===== src/rtl/mem_access_stage.sv =====
// MEM stage: EXE/MEM register, req/ack data-memory access (byte-lane stores, extended loads), MEM/WB register one cycle later plus wait cycles.
// mem_stall holds EXE/MEM and upstream while an access waits on dm_ack; `define MISALIGN_TRAP_EN to trap misaligned H/W accesses.
module mem_access_stage #(
   parameter int DATA_WIDTH  = 32,
   parameter int BUS_TIMEOUT = 0
) (
   input  logic                  clk,
   input  logic                  rst,
   input  logic                  EXE_MEM_DM_read,
   input  logic                  EXE_MEM_DM_write,
   input  logic [2:0]            EXE_MEM_function_3,
   input  logic                  EXE_MEM_rd_sel,
   input  logic [4:0]            EXE_MEM_rd_addr,
   input  logic [DATA_WIDTH-1:0] ALU_o,
   input  logic [DATA_WIDTH-1:0] Mux3_ALU,
   output logic                  dm_req,
   output logic                  dm_we,
   output logic [31:0]           dm_addr,
   output logic [3:0]            dm_wstrb,
   output logic [DATA_WIDTH-1:0] dm_wdata,
   input  logic                  dm_ack,
   input  logic [DATA_WIDTH-1:0] dm_rdata,
   output logic                  mem_stall,
   output logic [DATA_WIDTH-1:0] MEM_rd_data,
   output logic [4:0]            MEM_rd_addr,
   output logic                  MEM_rd_sel,
   output logic [DATA_WIDTH-1:0] MEM_WB_rd_data,
   output logic [4:0]            MEM_WB_rd_addr,
   output logic                  MEM_WB_rd_sel,
   output logic                  bus_err,
   output logic                  misalign
);

   typedef enum logic {IDLE, WAIT} state_t;

   localparam int          CW      = (BUS_TIMEOUT > 1) ? $clog2(BUS_TIMEOUT) : 1;
   localparam logic [31:0] TO_LAST = (BUS_TIMEOUT > 0) ? BUS_TIMEOUT - 1 : 0;

   state_t                  state_q, state_d;
   logic [CW-1:0]           wait_cnt;
   logic                    ex_rd, ex_wr, ex_rsel;
   logic [2:0]              ex_f3;
   logic [4:0]              ex_raddr;
   logic [DATA_WIDTH-1:0]   ex_alu, ex_sdata;
   logic                    access, is_load, mis, timeout, req;
   logic [1:0]              a_lo, size;
   logic [3:0]              st_strb;
   logic [DATA_WIDTH-1:0]   st_data, ld_data, wb_data;
   logic [7:0]              ld_byte;
   logic [15:0]             ld_half;
   logic                    bus_err_q, mis_q;

   assign a_lo    = ex_alu[1:0];
   assign size    = ex_f3[1:0];
   assign access  = ex_rd | ex_wr;
   assign is_load = ex_rd & ~ex_wr;

`ifdef MISALIGN_TRAP_EN
   assign mis = access & (((size == 2'b01) & a_lo[0]) | (size[1] & (a_lo != 2'b00)));
`else
   assign mis = 1'b0;
`endif

   // The issue cycle counts as the first stall cycle, so the WAIT counter aborts one short of the limit.
   assign timeout   = (BUS_TIMEOUT > 0) && (state_q == WAIT) && access && !dm_ack
                      && (32'(wait_cnt) == TO_LAST);
   assign req       = !rst && access && !mis && !timeout;
   assign mem_stall = req & ~dm_ack;

   assign dm_req   = req;
   assign dm_we    = req & ex_wr;
   assign dm_addr  = {ex_alu[31:2], 2'b00};
   assign dm_wstrb = (req & ex_wr) ? st_strb : 4'b0000;
   assign dm_wdata = st_data;

   always_comb begin
      st_strb = 4'b1111;
      st_data = ex_sdata;
      case (size)
         2'b00: begin
            st_strb = 4'b0001 << a_lo;
            st_data = {4{ex_sdata[7:0]}};
         end
         2'b01: begin
            st_strb = a_lo[1] ? 4'b1100 : 4'b0011;
            st_data = {2{ex_sdata[15:0]}};
         end
         default: ;
      endcase
   end

   always_comb begin
      ld_byte = dm_rdata[7:0];
      case (a_lo)
         2'd1:    ld_byte = dm_rdata[15:8];
         2'd2:    ld_byte = dm_rdata[23:16];
         2'd3:    ld_byte = dm_rdata[31:24];
         default: ;
      endcase
      ld_half = a_lo[1] ? dm_rdata[31:16] : dm_rdata[15:0];
      case (size)
         2'b00:   ld_data = ex_f3[2] ? {24'h0, ld_byte} : {{24{ld_byte[7]}}, ld_byte};
         2'b01:   ld_data = ex_f3[2] ? {16'h0, ld_half} : {{16{ld_half[15]}}, ld_half};
         default: ld_data = dm_rdata;
      endcase
   end

   // A trapped access has no load data; the address is passed along instead.
   assign wb_data = (is_load && !mis) ? (timeout ? '0 : ld_data) : ex_alu;

   always_comb begin
      state_d = state_q;
      case (state_q)
         IDLE:    if (mem_stall)  state_d = WAIT;
         WAIT:    if (!mem_stall) state_d = IDLE;
         default: state_d = IDLE;
      endcase
   end

   always_ff @(posedge clk or posedge rst) begin
      if (rst) begin
         state_q  <= IDLE;
         wait_cnt <= '0;
      end else begin
         state_q <= state_d;
         if (state_q == IDLE)
            wait_cnt <= '0;
         else if (mem_stall)
            wait_cnt <= wait_cnt + 1'b1;
      end
   end

   always_ff @(posedge clk or posedge rst) begin
      if (rst) begin
         ex_rd    <= 1'b0;
         ex_wr    <= 1'b0;
         ex_rsel  <= 1'b0;
         ex_f3    <= 3'b000;
         ex_raddr <= 5'd0;
         ex_alu   <= '0;
         ex_sdata <= '0;
      end else if (!mem_stall) begin
         ex_rd    <= EXE_MEM_DM_read;
         ex_wr    <= EXE_MEM_DM_write;
         ex_rsel  <= EXE_MEM_rd_sel;
         ex_f3    <= EXE_MEM_function_3;
         ex_raddr <= EXE_MEM_rd_addr;
         ex_alu   <= ALU_o;
         ex_sdata <= Mux3_ALU;
      end
   end

   always_ff @(posedge clk or posedge rst) begin
      if (rst) begin
         MEM_WB_rd_data <= '0;
         MEM_WB_rd_addr <= 5'd0;
         MEM_WB_rd_sel  <= 1'b0;
         bus_err_q      <= 1'b0;
         mis_q          <= 1'b0;
      end else if (!mem_stall) begin
         MEM_WB_rd_data <= wb_data;
         MEM_WB_rd_addr <= ex_raddr;
         MEM_WB_rd_sel  <= ex_rsel & (ex_raddr != 5'd0) & ~mis;
         bus_err_q      <= timeout;
         mis_q          <= mis;
      end else begin
         MEM_WB_rd_sel  <= 1'b0;
         bus_err_q      <= 1'b0;
         mis_q          <= 1'b0;
      end
   end

   assign MEM_rd_data = ex_alu;
   assign MEM_rd_addr = ex_raddr;
   assign MEM_rd_sel  = ex_rsel;
   assign bus_err     = bus_err_q;
   assign misalign    = mis_q;

endmodule


===== config.mk =====
export PLATFORM = sky130hd
export DESIGN_NAME = mem_access_stage
export DESIGN_NICKNAME = d
export VERILOG_FILES = /design/src/rtl/mem_access_stage.sv
export SDC_FILE = /design/constraint.sdc
export NUM_CORES = 1
export LEC_CHECK = 0
export CAP_MARGIN = 20
export CELL_PAD_IN_SITES_DETAIL_PLACEMENT = 0
export CELL_PAD_IN_SITES_GLOBAL_PLACEMENT = 1
export CORE_UTILIZATION = 27
export DETAILED_ROUTE_END_ITERATION = 8
export PLACE_DENSITY = 0.81
export SYNTH_ARGS = -nofsm -noshare
export SYNTH_HDL_FRONTEND = slang
export SYNTH_SLANG_ARGS = --single-unit

===== constraint.sdc =====
create_clock -name clk -period 4.9 [get_ports clk]
set_clock_uncertainty 0.1 [all_clocks]
set_input_delay 0.98 -clock clk [delete_from_list [all_inputs] [get_ports clk]]
set_output_delay 0.98 -clock clk [all_outputs]
set_load 0.02 [all_outputs]

**Word level (Yosys, flattened, before mapping)**

Cells that the tools add are included.

- Reduce and logical (&&, ||, !) cells: 4
- Shift-type cells: 1
- Eq/ne operators: 4
- Bitwise logic cells: 7
- Mux-type cells: 11

Operator list:

| kind | count |
|---|---|
| one-hot mux 32 bit (2 select lines) | 2 |
| 2-to-1 mux 32 bit | 3 |
| one-hot mux 8 bit (3 select lines) | 1 |
| 2-to-1 mux 16 bit | 1 |
| 2-to-1 mux 4 bit | 2 |
| one-hot mux 4 bit (2 select lines) | 1 |
| nonzero test 5 bit | 1 |
| AND 1 bit | 4 |
| == test 2 x 1 -> 1 bit (second input constant) | 2 |
| == test 2 bit (second input constant) | 2 |
| left shift 1 x 2 -> 4 bit (first input constant) | 1 |
| logical NOT 2 bit | 1 |
| inverter 1 bit | 2 |
| logical AND 1 bit | 1 |
| logical NOT 1 bit | 1 |
| 2-to-1 mux 1 bit | 1 |
| bitwise OR 1 bit | 1 |

- Register bits after elaboration: 113
- Input bits: 110
- Logic and storage cells: 37

**Depth between registers and ports, before layout**

Gate-level depths: netlist of the first run.

- Depth after elaboration: 5
- Depth in mapped cells: 7

**Least setup slack after synthesis of the first run**

No wires, ideal clock.

- Path type: in2out
- Start: input port rst
- End: output port dm_wstrb[3]
- Path slack: -0.449 ns
- Data arrival time: 4.269 ns
- Required time: 3.820 ns
- Stages: 3
- Path buffers: 0
- Cells stage by stage: inv_1 -> nand2_1 -> a21oi_1

- Word-level cells in the longest chain between the ends: 4

Ends and longest elaborated chain:

| item | line | RTL |
|---|---|---|
| start, declared | 8 | `input logic rst,` |
| logical NOT 1 bit (no source line) | n/a |  |
| logical AND 1 bit | 67 | `assign req = !rst && access && !mis && !timeout;` |
| AND 1 bit | 73 | `assign dm_wstrb = (req & ex_wr) ? st_strb : 4'b0000;` |
| 2-to-1 mux 4 bit | 73 |  |
| end, declared | 19 | `output logic [3:0] dm_wstrb,` |

Every way passes these cells.

**Final worst setup path of the first run**

Ends and elaborated chain as after synthesis.

==> results of run 1 <==
-- critical path: stages --
cell	delay, ns
clkdlybuf4s50_1	0.51
clkinvlp_4	0.12
nand2_1	0.30
a21oi_1	0.25
clkdlybuf4s50_1	0.63
-- layer usage --
metal / global-route usage (%) / up-vias / wire length [um] / share of wire, %
li1: - / 2653 / - / -
met1: 24.8 / 2622 / 9060 / 43
met2: 30.3 / 232 / 10000 / 48
met3: 4.70 / 15 / 1580 / 7.6
met4: 5.86 / 0 / 218 / 1.0
met5: 0 / - / 0 / 0
-- worst max path at each step --
| stage | from | end | slack [ns] | depth (start not counted) |
|---|---|---|---|---|
| finish | rst | dm_wstrb[3] | 1.03 | 5 |
| global route | ex_f3[0] | dm_wstrb[0] | 0.91 | 5 |
| CTS | ex_f3[0] | dm_wdata[15] | 1.01 | 3 |
| detailed placement | rst | dm_wstrb[3] | 1.09 | 5 |
| global placement | rst | dm_wstrb[3] | 1.02 | 5 |
| floorplan | rst | dm_wstrb[1] | 0.61 | 3 |
-- cell families after synthesis --
| logic type | synth area share, % |
|---|---|
| buf+inv | 9.91 |
| other cells | 0.0635 |
| flops | 47.9 |
| simple gates | 23.0 |
| compound gates | 12.6 |
| mux | 6.48 |
-- sequential cells by signal, summed over array words and instances, names as in the netlist --
| register | count |
|---|---|
| MEM_WB_rd_data | 32 |
| MEM_rd_data | 32 |
| MEM_WB_rd_addr | 5 |
| ex_sdata | 32 |
| MEM_rd_addr | 5 |
| MEM_rd_sel | 1 |
| ex_wr | 1 |
| ex_rd | 1 |
| MEM_WB_rd_sel | 1 |
| ex_f3 | 3 |
-- synth_stat cells, types with 2 or more instances --
cell type  instances  area share, %
mux2i_1           18            3.1
o21ai_0           31            2.6
nor2b_1            3           0.32
a21oi_1            7           0.59
inv_1              9           0.57
a211oi_1          11            1.4
buf_6              3           0.57
buf_4             45            5.7
o22ai_1            8           0.85
a211oi_2          10            2.1
nand2_1          268             17
nor3_1            19            1.6
a22o_1             6           0.89
nand2b_1           4           0.42
and3_1             5           0.53
o31ai_1            6           0.76
a31oi_1           10            1.1
a22oi_1            5           0.64
mux2_2            16            3.1
o21ai_1            6           0.51
nor2_1            31            2.0
clkbuf_1          18            1.1
nor2_2             2           0.21
buf_2             21            1.8
dfrtp_1          113             48
-- report_power, final --
| group | internal [mW] | switching (mW) | total (mW) |
|---|---|---|---|
| registers | 1.04 | 0.111 | 1.15 |
| clock network | 0.752 | 0.486 | 1.24 |
| logic | 0.454 | 0.487 | 0.940 |
-- final cells by class --
type | count | area share [%]
timing repair buffer | 267 | 29.7
antenna | 1 | 0.0279
multi-input combinational | 486 | 28.0
clock inverter | 15 | 1.80
inverter | 10 | 0.473
sequential | 113 | 31.5
clock buffer | 17 | 4.73
tap | 275 | 3.83
-- per-stage QoR --
stage	worst slack (ns)	cells	instance area, um^2
4_1_cts	1.01	1182	8950
3_5_place_dp	1.09	1150	8370
5_1_grt	0.912	1184	8980
2_1_floorplan	0.607	697	5920
6_report	1.03	1184	8980
3_3_place_gp	1.02	1149	8350
==> impl_metrics.yaml, run 1 <==
drt:
  drc: 0
  num_vias: 5522
  dr.pass1.iters: 4
  drtAntennaViolNets: 0
  via_per_inst: 4.66
  route.final.wire_length_mm: 20.9
  detail_route.wl_per_cell_um: 17.6
  drt_iter0_drc: 259
power_and_ir_drop:
  ir_drop_v: 0.000233
  total_power_mw: 3.33
  power_density_mw_per_mm2: 371
  p_leak_nw: 3.97
timing:
  final_max_slew_viol_count: 0
  period_share_pct: 79.1
  holdWs_ns: 0.365
  fin_setup_tns_ns: 0
  period_needed_ns: 3.87
  slew_headroom_pct: 25.8
  worst_slew_pin_slew_ns: 1.11
  final-setup-viol-count: 0
  hold_viol: 0
  max_freq_ghz: 0.258
  rsz0062_at_grt: "false"
clock_network:
  clock_latency_ns: 0.41
  holdBufCountCts: 0
  htree_levels: 4
  cts_root_buffer: "clkbuf_16"
  clk_path_buf_depth: 2
  cts_tree: "done"
  numCtsBuffers: 17
  cts.sinks: 113
  cts_setup_buffers: 0
  clk_pin_slew_worst_paths_ns: 0.06
  cts_resized: 0
floorplanning:
  die_y_um: 150
  rows: 53
  start_util_pct: 27.8
  die_x_um: 150
  ios: 259
  die_area_mm2: 0.0225
  coreArea_mm2: 0.0212
worst_setup_path:
  cp-start-kind: "primary input"
  r2r-end: "ex_sdata[11]"
  cp_max_fo: 5
  path_class: "primary input to output port"
  critPathCaptureType: "output port"
  r2r-start: "ex_wr"
  ff2ff_setup_slack_ns: 2.31
  reg2regPathDepth: 5
  critPathArrivalTime_ns: 2.79
  crit_required_ns: 3.82
hold_path:
  hp-start: "ex_sdata[27]"
  min_path_type: "flop to flop"
  hold_end: "ex_sdata[27]"
  holdPathStages: 2
yosys:
  synthArstFlopShare_pct: 100
  synth.avg_cell_area_um2: 8.51
  syn_inst: 694
  ys_ff_latch: 113
  synth_edf_count: 0
  synth_top_flop_cell: "dfrtp_1"
  ys_seq_area_share_pct: 47.9
  yosys_warnings: 0
  yosys.cell_types.count: 44
  syn_area_mm2: 0.00591
cells_and_area:
  layout_commonest_cell: "nand2_1"
  final_util_pct: 42.3
  layout-drive-gt1-share_pct: 9.03
  multi_input_comb_area_mm2: 0.00251
  areaGrowthSynthToFinish_pct: 52.1
  final_cell_mix: "268 x nand2_1, 254 x clkdlybuf4s50_1, 112 x dfrtp_1"
  nets: 1005
  fill_cells: 2159
  regArea_mm2: 0.00283
grt:
  grt_first_pass_wirelength_mm: 31.7
  grt-ovfl-total: 0
  antenna_found_initial: 1
  grt_pass1_vias: 5323
  grt_max_degree: 100
  gr-usage-all-layers_pct: 18.9
placement:
  io_buffer_count: 254
  dp_hpwl_mm: 14.2
  gp_congestion: 0.799
run:
  cap_violations: 0
run_status:
  status: "complete, no violations"
No activity file was read; power rests on OpenSTA's default activity.
==> run 2, diff against run 1 <==
- clock period: 4.9 -> 3.15 ns (I/O delays scaled with it)
==> run 2 against run 1 <==
Register-to-register slack worse by 1.3 ns. Critical path depth unchanged. Worst setup slack worse by 0.96 ns. First-iteration DRC count decreased by 6.2%. Via count increased by 0.33%. Wire length barely moved. Critical path type unchanged. Critical endpoint is now dm_wstrb[1]. Largest power group unchanged. Highest routed layer unchanged.
==> impl_metrics.yaml, run 2 (synthesis gave the netlist of run 1 again) <==
placement:
  io_buffer_count: 254
  dp_hpwl_mm: 14.3
  gp_congestion: 0.800
clock_network:
  htree_levels: 4
  cts_setup_buffers: 0
  holdBufCountCts: 0
  numCtsBuffers: 17
  cts_tree: "done"
  clk_path_buf_depth: 2
  clk_pin_slew_worst_paths_ns: 0.06
  cts_root_buffer: "clkbuf_16"
  cts_resized: 0
  cts.sinks: 113
  clock_latency_ns: 0.41
drt:
  drt_iter0_drc: 243
  dr.pass1.iters: 5
  via_per_inst: 4.66
  drtAntennaViolNets: 0
  detail_route.wl_per_cell_um: 17.5
  num_vias: 5540
  route.final.wire_length_mm: 20.9
  drc: 0
worst_setup_path:
  critPathCaptureType: "output port"
  cp_max_fo: 5
  cp-start-kind: "primary input"
  critPathArrivalTime_ns: 2.35
  crit_required_ns: 2.42
  path_class: "primary input to output port"
timing:
  period_needed_ns: 3.08
  max_freq_ghz: 0.325
  final_max_slew_viol_count: 0
  final-setup-viol-count: 0
  worst_slew_pin_slew_ns: 0.659
  period_share_pct: 97.8
  rsz0062_at_grt: "false"
  slew_headroom_pct: 56.0
  hold_viol: 0
cells_and_area:
  final_util_pct: 42.7
  regArea_mm2: 0.00283
  final_cell_mix: "268 x nand2_1, 252 x clkdlybuf4s50_1, 112 x dfrtp_1"
  layout-drive-gt1-share_pct: 9.32
  layout_commonest_cell: "nand2_1"
  fill_cells: 2144
  nets: 1009
  multi_input_comb_area_mm2: 0.00251
  areaGrowthSynthToFinish_pct: 53.4
grt:
  grt_first_pass_wirelength_mm: 31.0
  grt-ovfl-total: 0
  grt_max_degree: 115
  antenna_found_initial: 2
  gr-usage-all-layers_pct: 18.5
  grt_pass1_vias: 5315
floorplanning:
  die_y_um: 150
  die_area_mm2: 0.0225
  die_x_um: 150
  rows: 53
  start_util_pct: 27.8
  ios: 259
  coreArea_mm2: 0.0212
hold_path:
  min_path_type: "flop to flop"
power_and_ir_drop:
  total_power_mw: 5.31
  p_leak_nw: 4.05
  ir_drop_v: 0.000358
  power_density_mw_per_mm2: 586
run:
  cap_violations: 0
run_status:
  status: "complete, no violations"
## run 2: cell types whose count changed in the layout (fill, tap and decap cells not counted)
cell and change:
buf_12 +3, buf_4 +3, inv_6 -1, buf_8 -1, dlymetal6s2s_1 +2, clkdlybuf4s50_1 -2, clkinv_4 -3, diode_2 +1
bufinv_16 +2, clkinvlp_4 -1, clkinv_2 +2, buf_16 -1, clkbuf_1 +1
## run 2: layer usage
layer | global-route usage, % | routed length (um) | up-vias
met5 | 0 | 0 | -
met4 | 5.05 | 143 | 0
met3 | 5.79 | 1710 | 7
met2 | 29.7 | 10000 | 206
met1 | 23.8 | 8980 | 2659
li1 | - | - | 2668
## run 2: critical path, stage by stage
cell,delay (ns)
clkdlybuf4s50_1,0.51
clkinvlp_4,0.12
nand2_1,0.24
nor2_1,0.22
clkdlybuf4s50_1,0.63
## run 2: path summary, 6_finish.rpt
kind,endpoint,cells after the start,startpoint,slack (ns)
setup / recovery,dm_wstrb[1],5,rst,0.07
hold / removal,ex_sdata[22],2,ex_sdata[22],0.36
setup reg to reg,MEM_WB_rd_data[17],6,MEM_rd_data[1],1.03
hold reg to reg,ex_sdata[22],2,ex_sdata[22],0.36
max in group asynchronous,MEM_WB_rd_data[20],4,rst,1.27
min in group asynchronous,MEM_rd_data[12],3,rst,0.71
## run 2: layout make-up
| type | instances | share of cell area, % |
|---|---|---|
| clock buffers | 18 | 4.73 |
| clock inverters | 14 | 2.08 |
| multi-input cells | 486 | 27.7 |
| well taps | 275 | 3.80 |
| repair buffers | 271 | 29.9 |
| inverters | 10 | 0.469 |
| flip-flops and latches | 113 | 31.2 |
| diodes | 2 | 0.0552 |
## run 2: report_power, final
part           switching [mW]  leakage, nW  internal, mW
Combinational           0.784         2.42         0.711
Clock                   0.718        0.296          1.32
Sequential              0.150         1.34          1.62
Total                    1.65         4.05          3.66
## run 2: per-stage QoR
stage	cells	setup slack [ns]	TNS, ns	instance area, um^2	hold slack [ns]
floorplan	697	-0.414	-2.06	5920	0.333
global placement	1154	0.0643	0	8420	0.344
detailed placement	1154	0.0750	0	8420	0.354
CTS	1186	0.0534	0	9030	0.367
global route	1189	0.0134	0	9060	0.401
finish	1189	0.0696	0	9060	0.361
==> run 3, diff against run 2 <==
- PLACE_DENSITY: 0.81 -> default
- PLACE_DENSITY_LB_ADDON: default -> 0.1
==> run 3 against run 2 <==
Utilization barely moved. Register-to-register slack lost 0.12 ns. Critical endpoint is now dm_wstrb[0]. Sequential power about the same.
==> impl_metrics.yaml, run 3 (synthesis gave the netlist of run 1 again) <==
grt:
  gr-usage-all-layers_pct: 19.1
  grt_pass1_vias: 5591
  antenna_found_initial: 1
  grt_first_pass_wirelength_mm: 32.2
  grt-ovfl-total: 0
  grt_max_degree: 99
timing:
  final_max_slew_viol_count: 0
  hold_viol: 0
  worst_slew_pin_slew_ns: 0.788
  max_freq_ghz: 0.326
  period_needed_ns: 3.07
  slew_headroom_pct: 47.4
  rsz0062_at_grt: "false"
  period_share_pct: 97.3
  final-setup-viol-count: 0
cells_and_area:
  layout_commonest_cell: "nand2_1"
  regArea_mm2: 0.00283
  multi_input_comb_area_mm2: 0.00252
  diodes: 0
  final_cell_mix: "268 x nand2_1, 254 x clkdlybuf4s50_1, 112 x dfrtp_1"
  final_util_pct: 42.7
  areaGrowthSynthToFinish_pct: 53.5
  layout-drive-gt1-share_pct: 9.31
  fin_area_mm2: 0.00907
  fill_cells: 2133
  nets: 1011
drt:
  route.final.wire_length_mm: 21.0
  via_per_inst: 4.68
  drc: 0
  drtAntennaViolNets: 0
  detail_route.wl_per_cell_um: 17.7
  drt_iter0_drc: 343
  num_vias: 5564
  dr.pass1.iters: 4
worst_setup_path:
  cp-start-kind: "primary input"
  crit_required_ns: 2.42
  critPathCaptureType: "output port"
  path_class: "primary input to output port"
  r2r-start: "ex_wr"
  cp_slowest_cell: "clkdlybuf4s50_1"
  cp_max_fo: 5
  critPathArrivalTime_ns: 2.34
  crit_path_frequent_cell: "clkdlybuf4s50_1"
  r2r-end: "MEM_WB_rd_data[0]"
  crit_family: "buffers and inverters"
  critPathBufInv: 3
  max_stage_delay_ns: 0.66
  cp_cell_sequence: "clkdlybuf4s50_1 > clkinvlp_4 > nand2_1 > nor2b_1 > clkdlybuf4s50_1"
  ff2ff_setup_slack_ns: 0.91
  reg2regPathDepth: 5
floorplanning:
  start_util_pct: 27.8
  die_x_um: 150
  die_y_um: 150
  coreArea_mm2: 0.0212
  die_area_mm2: 0.0225
  ios: 259
  rows: 53
clock_network:
  htree_levels: 4
  cts_resized: 0
  clk_path_buf_depth: 2
  numCtsBuffers: 17
  cts.sinks: 113
  cts_tree: "done"
  clock_latency_ns: 0.41
  cts_root_buffer: "clkbuf_16"
  holdBufCountCts: 0
  cts_setup_buffers: 0
  clk_pin_slew_worst_paths_ns: 0.05
power_and_ir_drop:
  clkPwrFrac_pct: 38.7
  p_leak_nw: 4.03
  p_comb_share_pct: 27.9
  netSwitchingPower_mw: 1.62
  swShare_pct: 30.3
  internal-power_mw: 3.72
  ir_drop_v: 0.000345
  seqPwrFrac_pct: 33.4
  power_density_mw_per_mm2: 589
run_status:
  status: "complete, no violations"
hold_path:
  hold_end: "ex_sdata[16]"
  hp-start: "ex_sdata[16]"
  holdPathStages: 2
  min_path_type: "flop to flop"
placement:
  dp_hpwl_mm: 15.0
  io_buffer_count: 254
  placed_cell_area_mm2: 0.00843
  gp_congestion: 0.813
run:
  cap_violations: 0
run 3: layer usage:
layer | GRT usage [%] | share of wire [%] | vias to the layer above
met5 | 0 | 0 | -
met4 | 5.05 | 1.1 | 0
met3 | 6.01 | 7.9 | 14
met2 | 30.2 | 47 | 214
met1 | 25.0 | 44 | 2668
li1 | - | - | 2668
run 3: tightest hold or removal path, cell delays in order (launching register included):
cell and delay (ns):
dfrtp_1 0.34, nand2_1 0.05, nand2_1 0.04
run 3: power groups by stage:
stage | Sequential, mW | Clock [mW] | Combinational, mW
final | 1.78 | 2.07 | 1.49
after global routing | 1.81 | 2.20 | 1.60
after CTS | 1.78 | 2.12 | 1.51
after detailed placement | 1.80 | 0 | 1.50
after global placement | 1.80 | 0 | 1.50
after floorplan | 1.91 | 0 | 0.671
run 3: stage by stage:
| stage | TNS (ns) | instances | power, mW | setup slack (ns) | hold WS, ns |
|---|---|---|---|---|---|
| global route | 0 | 1188 | 5.61 | 0.0219 | 0.391 |
| detailed placement | 0 | 1157 | 3.31 | 0.103 | 0.351 |
| global placement | 0 | 1157 | 3.30 | 0.115 | 0.346 |
| CTS | 0 | 1188 | 5.41 | 0.00172 | 0.363 |
| finish | 0 | 1188 | 5.34 | 0.0847 | 0.360 |
| floorplan | -2.06 | 697 | 2.58 | -0.414 | 0.333 |
run 3: layout make-up:
| type | count | area share (%) |
|---|---|---|
| Sequential cell | 113 | 31.2 |
| Timing Repair Buffer | 273 | 29.8 |
| Multi-Input combinational cell | 486 | 27.8 |
| Clock buffer | 22 | 5.23 |
| Tap cell | 275 | 3.79 |
| Clock inverter | 9 | 1.71 |
| Inverter | 10 | 0.469 |
run 3: worst max path at each step:
stage	to	cells past startpoint	slack, ns	startpoint
after CTS	dm_wdata[9]	3	0.002	ex_f3[0]
after detailed placement	dm_wstrb[0]	5	0.10	rst
after floorplan	dm_wstrb[1]	3	-0.41	rst
final	dm_wstrb[0]	5	0.08	rst
after global placement	dm_wstrb[0]	5	0.12	rst
after global routing	dm_wstrb[1]	6	0.02	ex_f3[0]
